## config.mk

```make
export PLATFORM = sky130hd
export DESIGN_NAME = regfile_wb_queue
export DESIGN_NICKNAME = d
export VERILOG_FILES = /design/src/rtl/regfile_wb_queue.sv
export SDC_FILE = /design/constraint.sdc
export NUM_CORES = 1
export LEC_CHECK = 0
export CORE_MARGIN = 2
export CORE_UTILIZATION = 58
export DETAILED_ROUTE_END_ITERATION = 16
export HOLD_SLACK_MARGIN = 0.12
export PLACE_DENSITY = 0.83
export SLEW_MARGIN = 15
export SYNTH_ARGS = -nofsm -noshare
export SYNTH_HDL_FRONTEND = slang
export SYNTH_SLANG_ARGS = --single-unit
```

## constraint.sdc

```tcl
create_clock -name clock -period 3.8 [get_ports clock]
set_input_delay 0.38 -clock clock [delete_from_list [all_inputs] [get_ports clock]]
set_output_delay 0.38 -clock clock [all_outputs]
set_load 0.005 [all_outputs]
```

## src/rtl/regfile_wb_queue.sv

```systemverilog
// Writeback queue that lets long-latency units (multicycle/AES) share the regfile write port,
// draining in acceptance order whenever the core's own writeback leaves the port idle.
module regfile_wb_queue #(
  parameter int XLEN  = 32,
  parameter int DEPTH = 4
) (
  input  logic                       clock,
  input  logic                       reset,
  input  logic                       req_valid,
  output logic                       req_ready,
  input  logic [4:0]                 req_rd,
  input  logic [XLEN-1:0]            req_data,
  input  logic                       core_wb_busy,
  output logic                       wb_enable,
  output logic [4:0]                 wb_rd,
  output logic [XLEN-1:0]            wb_data,
  input  logic [4:0]                 rs1_address,
  input  logic [4:0]                 rs2_address,
  output logic                       rs1_pending,
  output logic                       rs2_pending,
  output logic [$clog2(DEPTH):0]     count,
  output logic                       empty
);

  localparam int PTR_W = $clog2(DEPTH);
  localparam int CNT_W = PTR_W + 1;

  logic [PTR_W-1:0] head_q, head_d;
  logic [PTR_W-1:0] tail_q, tail_d;
  logic [CNT_W-1:0] count_q, count_d;
  logic [4:0]       rd_mem_q   [DEPTH];
  logic [4:0]       rd_mem_d   [DEPTH];
  logic [XLEN-1:0]  data_mem_q [DEPTH];
  logic [XLEN-1:0]  data_mem_d [DEPTH];
  logic [DEPTH-1:0] occ;
  logic             push_en;
  logic             pop;

  assign count     = count_q;
  assign empty     = (count_q == '0);
  assign req_ready = (count_q < CNT_W'(DEPTH));
  assign wb_enable = !empty && !core_wb_busy;
  assign pop       = wb_enable;
  assign wb_rd     = rd_mem_q[head_q];
  assign wb_data   = data_mem_q[head_q];

  // Writes to x0 are accepted but dropped; nothing is stored while reset is asserted.
  assign push_en = req_valid && req_ready && (req_rd != 5'd0) && !reset;

  always_comb begin
    head_d     = head_q;
    tail_d     = tail_q;
    count_d    = count_q;
    rd_mem_d   = rd_mem_q;
    data_mem_d = data_mem_q;
    if (push_en) begin
      rd_mem_d[tail_q]   = req_rd;
      data_mem_d[tail_q] = req_data;
      tail_d             = tail_q + PTR_W'(1);
    end
    if (pop) begin
      head_d = head_q + PTR_W'(1);
    end
    case ({push_en, pop})
      2'b10:   count_d = count_q + CNT_W'(1);
      2'b01:   count_d = count_q - CNT_W'(1);
      default: count_d = count_q;
    endcase
  end

  always_ff @(posedge clock) begin
    if (reset) begin
      head_q  <= '0;
      tail_q  <= '0;
      count_q <= '0;
    end else begin
      head_q  <= head_d;
      tail_q  <= tail_d;
      count_q <= count_d;
    end
  end

  always_ff @(posedge clock) begin
    rd_mem_q   <= rd_mem_d;
    data_mem_q <= data_mem_d;
  end

  // An entry is live when its distance from head (mod DEPTH) is below count.
  for (genvar i = 0; i < DEPTH; i++) begin : g_occ
    logic [PTR_W-1:0] off;
    assign off    = PTR_W'(i) - head_q;
    assign occ[i] = ({1'b0, off} < count_q);
  end

  always_comb begin
    rs1_pending = 1'b0;
    rs2_pending = 1'b0;
    for (int i = 0; i < DEPTH; i++) begin
      if (occ[i] && (rd_mem_q[i] == rs1_address) && (rs1_address != 5'd0)) rs1_pending = 1'b1;
      if (occ[i] && (rd_mem_q[i] == rs2_address) && (rs2_address != 5'd0)) rs2_pending = 1'b1;
    end
  end

endmodule
```

======== Word level (Yosys, flattened, before mapping) ========
Index checks and enable logic that the tools add are counted.
word-level totals
  register bits after elaboration ......... 155
  output and inout bits ................... 45
  word-level logic and storage cells ...... 89
operators by class
  add/sub/neg operators ................... 8
  order comparisons ....................... 8
  equal/unequal tests ..................... 10
  mux-type cells .......................... 21
  bitwise logic cells ..................... 2
  reductions and logical operators ........ 29
operator list
  operator                                                    count
  bitwise mux 128 bit                                         1
  2-to-1 mux 32 bit                                           3
  binary-select mux 32 bit (select 2 bit)                     1
  demux 32 bit (select 2 bit)                                 1
  == test 5 bit                                               8
  logical AND 1 bit                                           21
  bitwise mux 20 bit                                          1
  2-to-1 mux 5 bit                                            3
  nonzero test 5 bit                                          3
  less-than comparator 2 x 3 -> 1 bit                         4
  binary-select mux 5 bit (select 2 bit)                      1
  demux 5 bit (select 2 bit)                                  1
  2-to-1 mux 1 bit                                            8
  >= comparator 3 bit, second input constant                  2
  inverter 2 -> 3 bit                                         2
  one-hot mux 3 bit (2 select lines)                          1
  adder 2 x 1 -> 2 bit, second input constant                 2
  subtractor 1 x 2 -> 2 bit, first input constant             2
  subtractor 2 bit, first input constant                      2
  adder 3 x 1 -> 3 bit, second input constant                 1
  logical NOT 1 bit                                           3
  logical NOT 3 bit                                           1
  less-than comparator 3 x 1 -> 1 bit, second input constant  1
  less-than comparator 3 bit, second input constant           1
  other kinds (4)                                             4

======== Depth between registers and ports, before layout ========
  depth after elaboration ................. 8
  depth in mapped cells ................... 10
  gate-level depth less buffers ........... 10

======== Worst setup path before layout ========
No wires, ideal clock.
  path type ............................... input to register
  from .................................... input req_rd[0]
  to ...................................... register count_q[2] (netlist: count[2])
  library setup time ...................... 0.070 ns
  arrival time ............................ 2.289 ns
  required time ........................... 3.730 ns
  setup slack ............................. 1.441 ns
  cell stages on the path ................. 10
  path buffers ............................ 0
  cells stage by stage .................... or4_4 nor2_4 nor4b_4 inv_1 ha_1 inv_1 fa_1 xor2_1 or3_1 a21oi_1
on the way
  longest elaborated chain between the ends .. 5
  elaborated cells between the ends (all ways) .. 7
  those cells by class .................... eq/ne: 2; mux: 1; reduce/logical: 4
ends and longest elaborated chain
  item                                                                             line  text
  start: declaration                                                               11    input logic [4:0] req_rd,
  nonzero test 5 bit *                                                             48    assign push_en = req_valid && req_ready && (req_rd != 5'd0) && !reset;
  logical AND 1 bit * (2 in series)                                                48
  == test 2 x 1 -> 1 bit / == test 2 bit (equally long branches)                   64    case ({push_en, pop})
  one-hot mux 3 bit (2 select lines) / nonzero test 2 bit (equally long branches)  -
  end signal: assignment                                                           79    count_q <= count_d;
  end: declaration                                                                 30    logic [CNT_W-1:0] count_q, count_d;
Every way passes the cells marked *; elsewhere a longest branch is shown, timed or not.
A chain may end at the register's enable or synchronous reset.

======== Worst setup path in the final report ========
  from .................................... register head_q[0]
  to ...................................... output rs2_pending
on the way
  longest elaborated chain between the ends .. 8
  elaborated cells between the ends (all ways) .. 20
  those cells by class .................... add/sub: 4; order compare: 4; mux: 4; reduce/logical: 8
ends and longest elaborated chain
  item                                 line  text
  start: declaration                   28    logic [PTR_W-1:0] head_q, head_d;
  start signal: assignment             73    head_q <= '0;
  start signal: assignment             77    head_q <= head_d;
  subtractor 1 x 2 -> 2 bit            91    assign off = PTR_W'(i) - head_q;
  less-than comparator 2 x 3 -> 1 bit  92    assign occ[i] = ({1'b0, off} < count_q);
  logical AND 1 bit (2 in series)      100   if (occ[i] && (rd_mem_q[i] == rs2_address) && (rs2_address != 5'd0)) rs2_pending = 1'b1;
  2-to-1 mux 1 bit (3 in series)       100
  2-to-1 mux 1 bit *                   100
  end: declaration                     20    output logic rs2_pending,
Marks and branches as above.

==> impl_metrics.toml <==
[run]
max_cap_violations = 0

[clocking]
tritoncts.num_buffers = 17
clkSinkCount = 155
post_cts_resized = 0
tritoncts = "done"
worstSkewPairLatency_ns = 0.52
cts.reportedPaths.clkPinSlew_ns = 0.06
htreeDepth = 4
max-clock-path-buffers = 2
postCtsSetupRepairBufs = 0
cts-hold-fix-buffers = 0
cts_root_buf = "sky130_fd_sc_hd__clkbuf_8"

[pwr]
leakage_nw = 2.60
power_density_over_the_cells_nw_per_um2 = 591
worst_ir_drop_vdd_v = 0.000417

[global_routing]
grt_start_max_net_pins = 38
grt_pass1_wl_mm = 18.9
grt_antenna_before_repair = 0
first_global_vias = 3635
total_routing_usage_reported_by_global_routing_pct = 22.2
overall_overflow_remaining_after_global_route = 0

[worst_setup_path]
path_max_fanout = 11
critical-path-top-delay-family = "buffers and inverters"
critical_path_arrival_ns = 2.78
crit_path_top_delay_cell = "sky130_fd_sc_hd__dfxtp_2"
worst-endpoint-required_ns = 3.42
critical_path.n_buffers_inverters = 2
critical_path.most_common_cell = "sky130_fd_sc_hd__nor4_1"
worstSetupStartpointType = "register"
cp_slowest_stage_delay_ns = 0.51
critical_path.cell_chain = "xnor2_1 -> inv_1 -> ha_1 -> nand2b_1 -> o2bb2ai_1 -> nor4_1 -> nor4_1 -> a21oi_1 -> clkdlybuf4s50_1"
setup.worst_path.class = "register to output pin"
endpoint_kind = "output pin"

[sta]
clock.fmax_mhz = 316
final.setup.tns_ns = 0
layout_worst_path_cycle_share_pct = 83.2
finalClockSkew_ns = 0.0111
worst_slew_pin_slew_ns = 0.624
max-slew-margin-rel_pct = 58.4
slew_viol_final = 0
rsz0062_at_grt = "false"
setup-violations-final = 0
finalHoldViolCount = 0
post-route-min-period_ns = 3.16

[logic_synthesis]
synth_most_common_cell = "sky130_fd_sc_hd__edfxtp_1"
synth-edff-count = 148
synth_top_cells_by_area = "sky130_fd_sc_hd__edfxtp_1 69%, sky130_fd_sc_hd__mux4_2 13%, sky130_fd_sc_hd__xnor2_1 3.8%"
synth_cell_types = 30
yosysTopAreaCell = "sky130_fd_sc_hd__edfxtp_1"
synthFlopType = "sky130_fd_sc_hd__edfxtp_1"
syn_nets = 393
synth_largest_type_area_fraction_pct = 69.2
ys.warnings.count = 0
number_of_flip_flops_and_latches_in_the_synthesized_netlist = 155
syn-instance-count = 332
mapped_cell_area_um2 = 6430
netlist_top_cells_count = "148 x sky130_fd_sc_hd__edfxtp_1, 37 x sky130_fd_sc_hd__mux4_2, 28 x sky130_fd_sc_hd__xnor2_1, 18 x sky130_fd_sc_hd__xor2_1, 14 x sky130_fd_sc_hd__buf_2"
async_flop_share_pct = 0
synth_seq_area_share_pct = 71.3
syn-mean-instance-area_um2 = 19.4

[detailed_routing]
drt_iter0_markers = 256
drt_drc = 0
wire_per_inst_um = 20.4
num_vias = 3336
routed_wl_mm = 11.9
drt-vias-per-instance = 5.72
drt-pass1-iter-count = 4
drt.antenna.violating_nets = 0

[finish]
layout.filler_cells = 658
area.growth.synth_to_final_pct = 26.1
multi_input_comb_area_um2 = 1710
drive_above_1_share_pct = 17.6
final_cell_count_no_fill = 583
final_net_count = 493
fin_util_pct = 74.7
seqCellArea_um2 = 4590
number_of_diodes_added_for_antenna_fixing = 0
layout.cell_area.non_filler_um2 = 8100

[floorplanning]
die_h_um = 109
die_area_um2 = 11900
design.core.area_um2 = 10800
pin_count = 96
die_boundary_width_um = 109
floorplan.initialDensity_pct = 59.3
row_count = 38

[place]
port_buffers = 95
place_congestion = 0.917
placed_cell_area_um2 = 7550
placed_cells_incl_taps = 553
post-dp-hpwl_mm = 7.75

[hold_path]
hold_path.class = "input port to register"

[status]
result_of_the_run = "completed"
## worst register-to-register path, delay by kind of cell, from the launching register on
kind	cells	cell delay (ns)
fa+ha+maj	2	0.63
flops	1	0.54
compound gates	1	0.18
xor+xnor	1	0.16
simple gates	3	0.77
buf+inv	1	0.06
## path summary, 6_finish.rpt
path,start,endpoint,slack [ns],cells after the start
setup / recovery,head_q[0]$_SDFFE_PP0P_,rs2_pending,0.64,9
hold / removal,req_data[8],data_mem_q[104]$_DFFE_PP_,0.49,1
setup reg to reg,count[2]$_SDFFE_PP0P_,count[2]$_SDFFE_PP0P_,1.38,8
hold reg to reg,count[1]$_SDFFE_PP0P_,count[1]$_SDFFE_PP0P_,0.56,2
## stage by stage
| stage | hold slack, ns | power [W] | worst slack [ns] |
|---|---|---|---|
| floorplan | 0.479 | 0.00271 | 1.44 |
| global placement | 0.538 | 0.00324 | 0.871 |
| detailed placement | 0.551 | 0.00326 | 0.764 |
| CTS | 0.474 | 0.00484 | 0.584 |
| global route | 0.482 | 0.00501 | 0.361 |
| finish | 0.491 | 0.00479 | 0.640 |
## routing by layer
layer	track usage [%]	share of wire, %	vias up
met1	28.0	40	1695
met4	9.40	1.7	0
met5	0	0	-
li1	-	-	1499
met2	35.9	51	121
met3	7.11	7.7	21
## layout by cell type, fill, tap and decap left out, types with 2 or more instances in the layout
master and count:
sky130_fd_sc_hd__nand2b_1 2, sky130_fd_sc_hd__nand3_1 8, sky130_fd_sc_hd__clkbuf_16 16, sky130_fd_sc_hd__xnor2_1 28
sky130_fd_sc_hd__clkbuf_1 3, sky130_fd_sc_hd__clkinv_1 2, sky130_fd_sc_hd__xor2_1 18, sky130_fd_sc_hd__and2_2 4
sky130_fd_sc_hd__clkinv_2 4, sky130_fd_sc_hd__nor3_1 3, sky130_fd_sc_hd__dfxtp_2 2, sky130_fd_sc_hd__inv_1 8
sky130_fd_sc_hd__nor2_1 10, sky130_fd_sc_hd__o2bb2ai_1 2, sky130_fd_sc_hd__a21oi_1 5, sky130_fd_sc_hd__buf_12 4
sky130_fd_sc_hd__nor4_1 10, sky130_fd_sc_hd__o21a_1 2, sky130_fd_sc_hd__bufinv_16 3, sky130_fd_sc_hd__clkdlybuf4s50_1 95
sky130_fd_sc_hd__mux4_2 37, sky130_fd_sc_hd__edfxtp_1 148, sky130_fd_sc_hd__ha_1 9, sky130_fd_sc_hd__buf_4 2
sky130_fd_sc_hd__dfxtp_1 5
## final cells by class
cell class	instances	share of cell area, %
Inverter	9	0.417
Multi-Input combinational cell	148	21.1
Tap cell	140	2.16
Sequential cell	155	56.6
Clock inverter	10	1.56
Timing Repair Buffer	101	12.9
Clock buffer	20	5.25
## kinds of logic (layout without fill, tap and decap cells)
kind of cell | Yosys count | in the layout | synth area share, %
XOR/XNOR | 46 | 46 | 6.27
AO/OA/AOI/OAI | 11 | 11 | 1.09
AND/OR/NAND/NOR | 43 | 43 | 3.97
buffers and inverters | 29 | 140 | 2.14
multiplexers | 38 | 38 | 13.1
adder cells (fa/ha/maj) | 10 | 10 | 2.06
flip-flops | 155 | 155 | 71.3
## registers in the layout, indices dropped and copies added (netlist names)
register / flops
count: 3
head_q: 2
rd_mem_q: 20
tail_q: 2
data_mem_q: 128
## power breakdown
group	internal (W)	total [W]	switching, W
combinational	0.000704	0.00118	0.000478
clock	0.000983	0.00158	0.000598
sequential	0.00196	0.00203	0.0000680
(Power assumes the default switching activity.)
